--- src/rtl/sum_norm_pkg.sv ---
// Shared types and constants for the 58-bit sum normaliser.
package sum_norm_pkg;

    localparam int NORM_WIDTH = 58;
    localparam int NORM_STEP  = 8;
    localparam int NORM_CNT_W = 6;

    typedef enum logic [1:0] {
        IDLE = 2'd0,
        NORM = 2'd1,
        DONE = 2'd2
    } state_e;

endpackage

--- src/rtl/norm_step58.sv ---
// One normalisation iteration: decides between done, a coarse STEP shift
// or a single-bit shift for the current working value.
module norm_step58
    import sum_norm_pkg::*;
#(
    parameter int WIDTH = NORM_WIDTH,
    parameter int STEP  = NORM_STEP,
    parameter int CNT_W = NORM_CNT_W
) (
    input  logic [WIDTH-1:0] work_i,
    output logic [WIDTH-1:0] next_o,
    output logic [CNT_W-1:0] inc_o,
    output logic             done_o
);

    // Coarse shift is safe whenever the top STEP bits are clear: the leading
    // one then sits at or below bit WIDTH-1-STEP, so it cannot be pushed out.
    always_comb begin
        next_o = work_i;
        inc_o  = '0;
        done_o = 1'b0;
        if (work_i[WIDTH-1]) begin
            done_o = 1'b1;
        end else if (work_i[WIDTH-1 -: STEP] == '0) begin
            next_o = work_i << STEP;
            inc_o  = CNT_W'(STEP);
        end else begin
            next_o = work_i << 1;
            inc_o  = CNT_W'(1);
        end
    end

endmodule

--- src/rtl/sum_normalizer58.sv ---
// Iterative normaliser for the adder sum: shifts left until the MSB is set,
// reporting the mantissa, total shift and a zero flag via valid/ready.
module sum_normalizer58
    import sum_norm_pkg::*;
#(
    parameter int WIDTH = NORM_WIDTH,
    parameter int STEP  = NORM_STEP,
    parameter int CNT_W = NORM_CNT_W
) (
    input  logic             clk,
    input  logic             rst_n,
    input  logic             in_valid,
    output logic             in_ready,
    input  logic [WIDTH-1:0] in_sum,
    output logic             out_valid,
    input  logic             out_ready,
    output logic [WIDTH-1:0] out_mant,
    output logic [CNT_W-1:0] out_shift,
    output logic             out_zero
);

    state_e           state_q, state_d;
    logic [WIDTH-1:0] work_q, work_d;
    logic [CNT_W-1:0] cnt_q, cnt_d;
    logic [WIDTH-1:0] mant_q, mant_d;
    logic [CNT_W-1:0] shift_q, shift_d;
    logic             zero_q, zero_d;

    logic [WIDTH-1:0] step_next;
    logic [CNT_W-1:0] step_inc;
    logic             step_done;

    norm_step58 #(
        .WIDTH (WIDTH),
        .STEP  (STEP),
        .CNT_W (CNT_W)
    ) u_step (
        .work_i (work_q),
        .next_o (step_next),
        .inc_o  (step_inc),
        .done_o (step_done)
    );

    assign in_ready  = (state_q == IDLE);
    assign out_valid = (state_q == DONE);
    assign out_mant  = mant_q;
    assign out_shift = shift_q;
    assign out_zero  = zero_q;

    // Next-state and datapath control; result registers only change on
    // acceptance or on completion, so they hold steady in DONE and IDLE.
    always_comb begin
        state_d = state_q;
        work_d  = work_q;
        cnt_d   = cnt_q;
        mant_d  = mant_q;
        shift_d = shift_q;
        zero_d  = zero_q;
        case (state_q)
            IDLE: begin
                if (in_valid) begin
                    work_d = in_sum;
                    cnt_d  = '0;
                    if (in_sum == '0) begin
                        mant_d  = '0;
                        shift_d = '0;
                        zero_d  = 1'b1;
                        state_d = DONE;
                    end else begin
                        zero_d  = 1'b0;
                        state_d = NORM;
                    end
                end
            end
            NORM: begin
                if (step_done) begin
                    mant_d  = work_q;
                    shift_d = cnt_q;
                    state_d = DONE;
                end else begin
                    work_d = step_next;
                    cnt_d  = cnt_q + step_inc;
                end
            end
            DONE: begin
                if (out_ready) begin
                    state_d = IDLE;
                end
            end
            default: begin
                state_d = IDLE;
            end
        endcase
    end

    // State and datapath registers; reset abandons any operation in flight.
    always_ff @(posedge clk or negedge rst_n) begin
        if (!rst_n) begin
            state_q <= IDLE;
            work_q  <= '0;
            cnt_q   <= '0;
            mant_q  <= '0;
            shift_q <= '0;
            zero_q  <= 1'b0;
        end else begin
            state_q <= state_d;
            work_q  <= work_d;
            cnt_q   <= cnt_d;
            mant_q  <= mant_d;
            shift_q <= shift_d;
            zero_q  <= zero_d;
        end
    end

endmodule

--- config.mk ---
export PLATFORM = sky130hd
export DESIGN_NAME = sum_normalizer58
export DESIGN_NICKNAME = d
export VERILOG_FILES = /design/src/rtl/sum_norm_pkg.sv /design/src/rtl/norm_step58.sv /design/src/rtl/sum_normalizer58.sv
export SDC_FILE = /design/constraint.sdc
export NUM_CORES = 1
export LEC_CHECK = 0
export BUFFER_PORTS_ARGS = -buffer_cell sky130_fd_sc_hd__buf_2
export CAP_MARGIN = 20
export CELL_PAD_IN_SITES_DETAIL_PLACEMENT = 1
export CELL_PAD_IN_SITES_GLOBAL_PLACEMENT = 1
export CORE_MARGIN = 5
export CORE_UTILIZATION = 45
export DETAILED_ROUTE_END_ITERATION = 10
export PLACE_DENSITY_LB_ADDON = 0.2
export SETUP_SLACK_MARGIN = 0.1
export SLEW_MARGIN = 20
export SYNTH_ARGS = -nofsm -noshare
export SYNTH_HDL_FRONTEND = slang
export SYNTH_SLANG_ARGS = --single-unit
--- constraint.sdc ---
create_clock -name clk -period 4.1 [get_ports clk]
set_clock_uncertainty 0.2 [all_clocks]
set_input_delay 1.23 -clock clk [delete_from_list [all_inputs] [get_ports clk]]
set_output_delay 1.23 -clock clk [all_outputs]
set_load 0.02 [all_outputs]
==> results of run 1 <==
==> worst max-delay path by stage <==
stage,start,to,slack (ps),cells after the start
CTS,in_sum[26],out_mant[45],900,6
floorplan,in_sum[26],out_mant[32],1230,5
global placement,in_sum[26],out_mant[45],610,6
finish,in_sum[26],out_mant[45],870,6
global route,in_sum[26],out_mant[36],840,6
detailed placement,in_sum[26],out_mant[45],450,6
==> synthesized netlist by cell type, types with 4 or more instances <==
library cell  count  area, um^2
buf_2             7        35.0
nor2_1           10        37.5
nand4_1           4        25.0
clkbuf_1         36         135
o21ai_0          68         340
nand2_1          87         327
mux2i_1           6        60.1
a211oi_1         42         315
a222oi_1          7        70.1
nor4_1           17         106
clkbuf_2          6        30.0
a22oi_1          71         533
o21ai_1           6        30.0
a21oi_1           4        20.0
dfrtp_1         131        3280
inv_1            72         270
nor2b_1          38         238
a31oi_1          42         263
==> routing by layer <==
metal | GRT usage | part of all wire
met1 | 0.342 | 0.44
met2 | 0.412 | 0.49
met3 | 0.0506 | 0.053
met4 | 0.0846 | 0.020
met5 | 0 | 0
==> sequential cells by signal (all words and copies together) (netlist names) <==
signal     cells
cnt_q          6
out_mant      58
out_shift      6
out_zero       1
state_q        2
work_q        58
==> power by group through the flow <==
stage	logic (uW)	registers, uW	clock network, uW
detailed placement	2930	2630	0
floorplan	1700	2770	0
global route	3260	2730	1470
finish	2930	2650	1390
global placement	2780	2600	0
CTS	2970	2640	1410
==> area by class of cell <==
cell class              instances  area [um^2]
multi-input cells             427         2620
clock buffers                  22          464
flip-flops and latches        131         3280
repair buffers                141          766
inverters                      73          274
well taps                     180          225
clock inverters                 7         60.1
fillers                      1637         6190
==> kinds of logic after synthesis <==
| kind of cell | count (synthesis) |
|---|---|
| AO/OA/AOI/OAI | 250 |
| AND/OR/NAND/NOR | 165 |
| flip-flops | 131 |
| buffers and inverters | 124 |
| multiplexers | 6 |
| XOR/XNOR | 3 |
| adder cells (fa/ha/maj) | 3 |
==> cells in the final DEF (no fill, tap or decap), types with 17 or more instances in the layout <==
cell       netlist  layout
a31oi_1         42      42
nor4_1          17      17
a22oi_1         71      71
nand2_1         87      87
inv_1           72      72
o21ai_0         68      68
clkbuf_16        0      17
nor2b_1         38      38
dfrtp_1        131     131
a211oi_1        42      42
buf_2            7     127
==> worst max-delay path, cell delays in order <==
cell	delay [ps]
buf_2	110
nor4_1	640
nand3_1	260
o41ai_4	410
buf_4	460
o21ai_0	170
==> per-stage QoR <==
| step | area [um^2] | setup slack, ps | util |
|---|---|---|---|
| 6_report | 7690 | 867 | 0.554 |
| 3_5_place_dp | 7170 | 454 | 0.516 |
| 2_1_floorplan | 6370 | 1230 | - |
| 3_3_place_gp | 7170 | 613 | 0.516 |
| 5_1_grt | 7690 | 840 | 0.554 |
| 4_1_cts | 7690 | 896 | 0.554 |
==> results.py, run 1 <==
metrics = {
    "cells_and_area": {
        "diodes": 0,
        "drive_above_1_share": 0.218,
        "layout.nets": 856,
        "area_delta_synth_final_pct": 20.8,
        "final-instance-count-excl-fill": 981,
    },
    "cts": {
        "cts_tree": "built",
        "cts_repair_resize_count": 0,
        "htreeDepth": 4,
        "clk_pin_slew_ps": 50,
        "cts_made_buffers": 17,
        "cts_setup_buffers": 0,
        "cts_hold_buf": 0,
        "cts-root-buf": "clkbuf_16",
        "clock_sinks": 131,
        "clk-insertion-delay-late_ps": 420,
        "clockBufferDepth": 2,
    },
    "drt": {
        "first_iter_violations": 434,
        "drtPass1Iterations": 7,
        "post-route-drc-count": 0,
        "antenna_left": 0,
        "vias": 5887,
        "detail_route.wl_per_cell_um": 20.8,
        "wirelength_mm": 20.4,
        "viasPerCell": 6.00,
    },
    "power": {
        "leakagePower_uw": 0.00368,
        "share_seq_of_total_power": 0.379,
        "vdd_drop_max_uv": 452,
        "power_density_nw_per_um2": 907,
        "power_switching_share": 0.440,
        "finalPower_uw": 6970,
        "power_frac_comb": 0.421,
        "intPower_uw": 3900,
        "clkPwrFrac": 0.200,
        "power.switching_uw": 3070,
    },
    "die": {
        "dieArea_um2": 16600,
        "die_height_um": 129,
        "io_pins": 129,
        "initial_core_util": 0.459,
        "core_area_um2": 13900,
        "dieWidth_um": 129,
        "placementRows": 43,
    },
    "worst_hold_path": {
        "whs_endpoint": "out_zero",
        "min_path_cells": 1,
        "hold_path_class": "reg -> reg",
        "worstHoldStart": "out_zero",
    },
    "yosys": {
        "synth_xor_area_frac": 0.00413,
        "ys_ff_latch": 131,
        "synth_cell_type_count": 35,
        "async_flop_share": 1.00,
        "yosys.area_share.adder": 0.00590,
        "synth_compound_area_frac": 0.263,
        "yosys_most_used_dff": "dfrtp_1",
        "synth_top_family_by_area": "compound AO/OA/AOI/OAI gates",
        "synth_area_per_cell_um2": 9.33,
        "synth_edf_count": 0,
        "syn_inst": 682,
        "yosysWarningCount": 0,
        "synth_mux_area_frac": 0.00943,
        "syn-cell-area_um2": 6370,
        "seq_area_frac_synth": 0.515,
        "syn-num-nets": 747,
        "synth-simple-area-share": 0.127,
    },
    "setup_path": {
        "crit_type": "in -> reg",
        "r2r_slack_ps": 1630,
        "critPathCaptureType": "register",
        "r2r_end": "work_q[5]",
        "ff2ff_path_depth": 4,
        "cp.arrival_ps": 3310,
        "critPathLaunchType": "input port",
        "reg2reg_from": "state_q[1]",
        "path_max_fanout": 47,
        "required_ps": 4180,
    },
    "placed_design": {
        "dp_hpwl_mm": 13.8,
        "placed_cells": 952,
        "port_buffers": 128,
        "routabilityCongestion": 0.848,
    },
    "global_route": {
        "gr-total-overflow": 0,
        "grt_pass1_wl_mm": 33.2,
        "antenna_found_initial": 0,
        "grt_max_degree": 79,
        "grt_usage": 0.254,
        "grt_pass1_vias": 6167,
    },
    "timing": {
        "rsz0062_at_grt": "no",
        "slew_violations": 0,
        "tns_ps": 0,
        "hold_viol_final": 0,
        "holdWs_ps": 326,
        "period_needed_ps": 3230,
        "setup_viol": 0,
        "finalCritPeriodShare": 0.789,
        "tightest_slew_ps": 780,
        "fmax_mhz": 309,
        "maxSlewHeadroom": 0.480,
    },
    "outcome": {
        "status": "complete, no violations",
    },
    "flow_run": {
        "drv_cap": 0,
    },
}
Power figures use the tool's default switching activity.
==> inputs of run 2 (changes only) <==
--- a/config.mk
+++ b/config.mk
@@ -5,12 +5,13 @@
 export SDC_FILE = /design/constraint.sdc
 export NUM_CORES = 1
 export LEC_CHECK = 0
+export ABC_AREA = 1
 export BUFFER_PORTS_ARGS = -buffer_cell sky130_fd_sc_hd__buf_2
 export CAP_MARGIN = 20
 export CELL_PAD_IN_SITES_DETAIL_PLACEMENT = 1
 export CELL_PAD_IN_SITES_GLOBAL_PLACEMENT = 1
 export CORE_MARGIN = 5
-export CORE_UTILIZATION = 45
+export CORE_UTILIZATION = 41
 export DETAILED_ROUTE_END_ITERATION = 10
 export PLACE_DENSITY_LB_ADDON = 0.2
 export SETUP_SLACK_MARGIN = 0.1
==> constraint.sdc (replaced) <==
create_clock -name clk -period 3.1 [get_ports clk]
set_clock_uncertainty 0.2 [all_clocks]
set_input_delay 0.93 -clock clk [delete_from_list [all_inputs] [get_ports clk]]
set_output_delay 0.93 -clock clk [all_outputs]
set_load 0.02 [all_outputs]
==> run 2 against run 1 <==
Compared with the run above:
- global-route usage shrank 2.1 points
- sequential cell count unchanged
- utilization down 6.1 points
- register-to-register slack worse by 1200 ps
- combinational power up 16%
- largest cell class unchanged
- final cell count grew 15%
- setup slack lost 390 ps
- non-clock buffer count decreased by 1
- sequential share of layout area fell by 0.59 points
==> results.py, run 2 <==
metrics = {
    "setup_path": {
        "reg2reg_from": "work_q[57]",
        "crit_type": "reg -> reg",
        "critPathCaptureType": "register",
        "crit_path_start": "work_q[57]",
        "required_ps": 3230,
        "critPathLaunchType": "register",
        "cp.arrival_ps": 2760,
        "path_max_fanout": 67,
    },
    "cts": {
        "clockBufferDepth": 2,
        "cts_setup_buffers": 0,
        "cts_tree": "built",
        "htreeDepth": 4,
        "clock_sinks": 131,
        "cts_hold_buf": 0,
        "clk_pin_slew_ps": 60,
        "cts-root-buf": "clkbuf_16",
        "cts_repair_resize_count": 0,
        "cts_made_buffers": 17,
        "clk-insertion-delay-late_ps": 420,
    },
    "yosys": {
        "synth_edf_count": 0,
        "synth_area_leaders": "dfrtp_1, nand2_1, nand4_1",
        "ys_ff_latch": 131,
        "syn-num-nets": 870,
        "yosysWarningCount": 0,
        "syn_inst": 805,
        "ys_top_cells_by_count": "nand2_1, dfrtp_1, nor2_1",
        "yosysTopAreaCellShare": 0.499,
        "synth_area_leader_cell": "dfrtp_1",
        "yosys_most_used_dff": "dfrtp_1",
        "post-synth-top-count-cell": "nand2_1",
        "async_flop_share": 1.00,
        "synth_area_per_cell_um2": 8.16,
        "syn-cell-area_um2": 6570,
        "seq_area_frac_synth": 0.499,
        "synth_cell_type_count": 34,
    },
    "placed_design": {
        "routabilityCongestion": 0.870,
        "dp_hpwl_mm": 13.9,
        "dpl_cell_area_um2": 7260,
        "port_buffers": 128,
    },
    "cells_and_area": {
        "final_common_cell": "nand2_1",
        "layout.nets": 971,
        "drive_above_1_share": 0.198,
        "area_delta_synth_final_pct": 18.8,
        "register_area_um2": 3280,
        "final_area_um2": 7800,
        "multi_input_area_um2": 2720,
        "diodes": 0,
        "layout_common_cells": "nand2_1, dfrtp_1, buf_2, nor2_1, nand4_1",
        "fill_cells": 1970,
    },
    "timing": {
        "finalCritPeriodShare": 0.847,
        "setup_viol": 0,
        "rsz0062_at_grt": "no",
        "tightest_slew_ps": 785,
        "period_needed_ps": 2630,
        "slew_violations": 0,
        "fmax_mhz": 381,
        "hold_viol_final": 0,
        "tns_ps": 0,
        "maxSlewHeadroom": 0.477,
    },
    "worst_hold_path": {
        "hold_path_class": "in -> async",
    },
    "power": {
        "vdd_drop_max_uv": 525,
        "power_density_nw_per_um2": 1070,
        "finalPower_uw": 8330,
        "leakagePower_uw": 0.00391,
    },
    "drt": {
        "detail_route.wl_per_cell_um": 18.3,
        "drtPass1Iterations": 4,
        "viasPerCell": 5.44,
        "vias": 6162,
        "antenna_left": 0,
        "wirelength_mm": 20.7,
        "post-route-drc-count": 0,
        "first_iter_violations": 364,
    },
    "global_route": {
        "grt_pass1_vias": 6568,
        "grt_max_degree": 68,
        "grt_usage": 0.233,
        "grt_pass1_wl_mm": 34.2,
        "antenna_found_initial": 0,
        "gr-total-overflow": 0,
    },
    "die": {
        "placementRows": 46,
        "initial_core_util": 0.415,
        "io_pins": 129,
        "core_area_um2": 15800,
        "dieArea_um2": 18700,
        "die_height_um": 137,
        "dieWidth_um": 137,
    },
    "outcome": {
        "status": "complete, no violations",
    },
    "flow_run": {
        "drv_cap": 0,
    },
}
-- run 2: cell count changes in the layout (fill, tap and decap cells not counted), sizes merged, moves of 18 or more --
| cell | change |
|---|---|
| nand2 | +139 |
| nor2 | +75 |
| a22oi | -71 |
| o211ai | +51 |
| a211oi | -41 |
| nor2b | -38 |
| a21oi | +42 |
| o21ai | -28 |
| nor4 | -18 |
| nand4 | +61 |
| a31oi | -39 |
-- run 2: final timing paths --
path | end | slack [ps] | cells after the start
hold / removal | out_shift[2] | 210 | 1
max in group asynchronous | out_mant[23] | 1840 | 2
setup / recovery | work_q[14] | 470 | 5
hold reg to reg | out_mant[35] | 260 | 2
setup reg to reg | work_q[14] | 470 | 5
min in group clk | out_mant[35] | 260 | 2
-- run 2: logic make-up (layout without fill, tap and decap cells) --
logic type / count (synthesis) / after routing / synth area share
compound gates: 156 / 156 / 0.144
xor+xnor: 2 / 2 / 0.00267
fa+ha+maj: 3 / 3 / 0.00572
buf+inv: 119 / 230 / 0.0884
flops: 131 / 131 / 0.499
simple gates: 394 / 394 / 0.260
-- run 2: cell type report --
type | count | area share
clock buffers | 23 | 0.0626
clock inverters | 6 | 0.00706
inverters | 61 | 0.0297
multi-input cells | 555 | 0.349
flip-flops and latches | 131 | 0.420
well taps | 216 | 0.0346
repair buffers | 140 | 0.0972
-- run 2: power by group --
group	switching, uW	internal, uW
Clock	717	1170
Sequential	596	2440
Combinational	2380	1040
-- run 2: critical path, cell delays in order, from the launching register on --
cell and delay (ps):
dfrtp_2 360, buf_4 630, nor2_4 240, inv_2 590, o21ai_0 260, a21oi_1 240
-- run 2: metrics by stage --
step	hold WS (ps)	worst slack, ps	utilization	cells
final	211	473	0.493	1132
after floorplan	294	879	-	805
after CTS	213	515	0.493	1132
after global routing	219	301	0.493	1132
after detailed placement	253	383	0.459	1103
after global placement	250	374	0.458	1103
-- run 2: routing by layer --
metal	up-vias	part of all wire	GRT usage
li1	2900	-	-
met1	3092	0.44	0.303
met2	144	0.51	0.400
met3	26	0.038	0.0393
met4	0	0.014	0.0689
met5	-	0	0
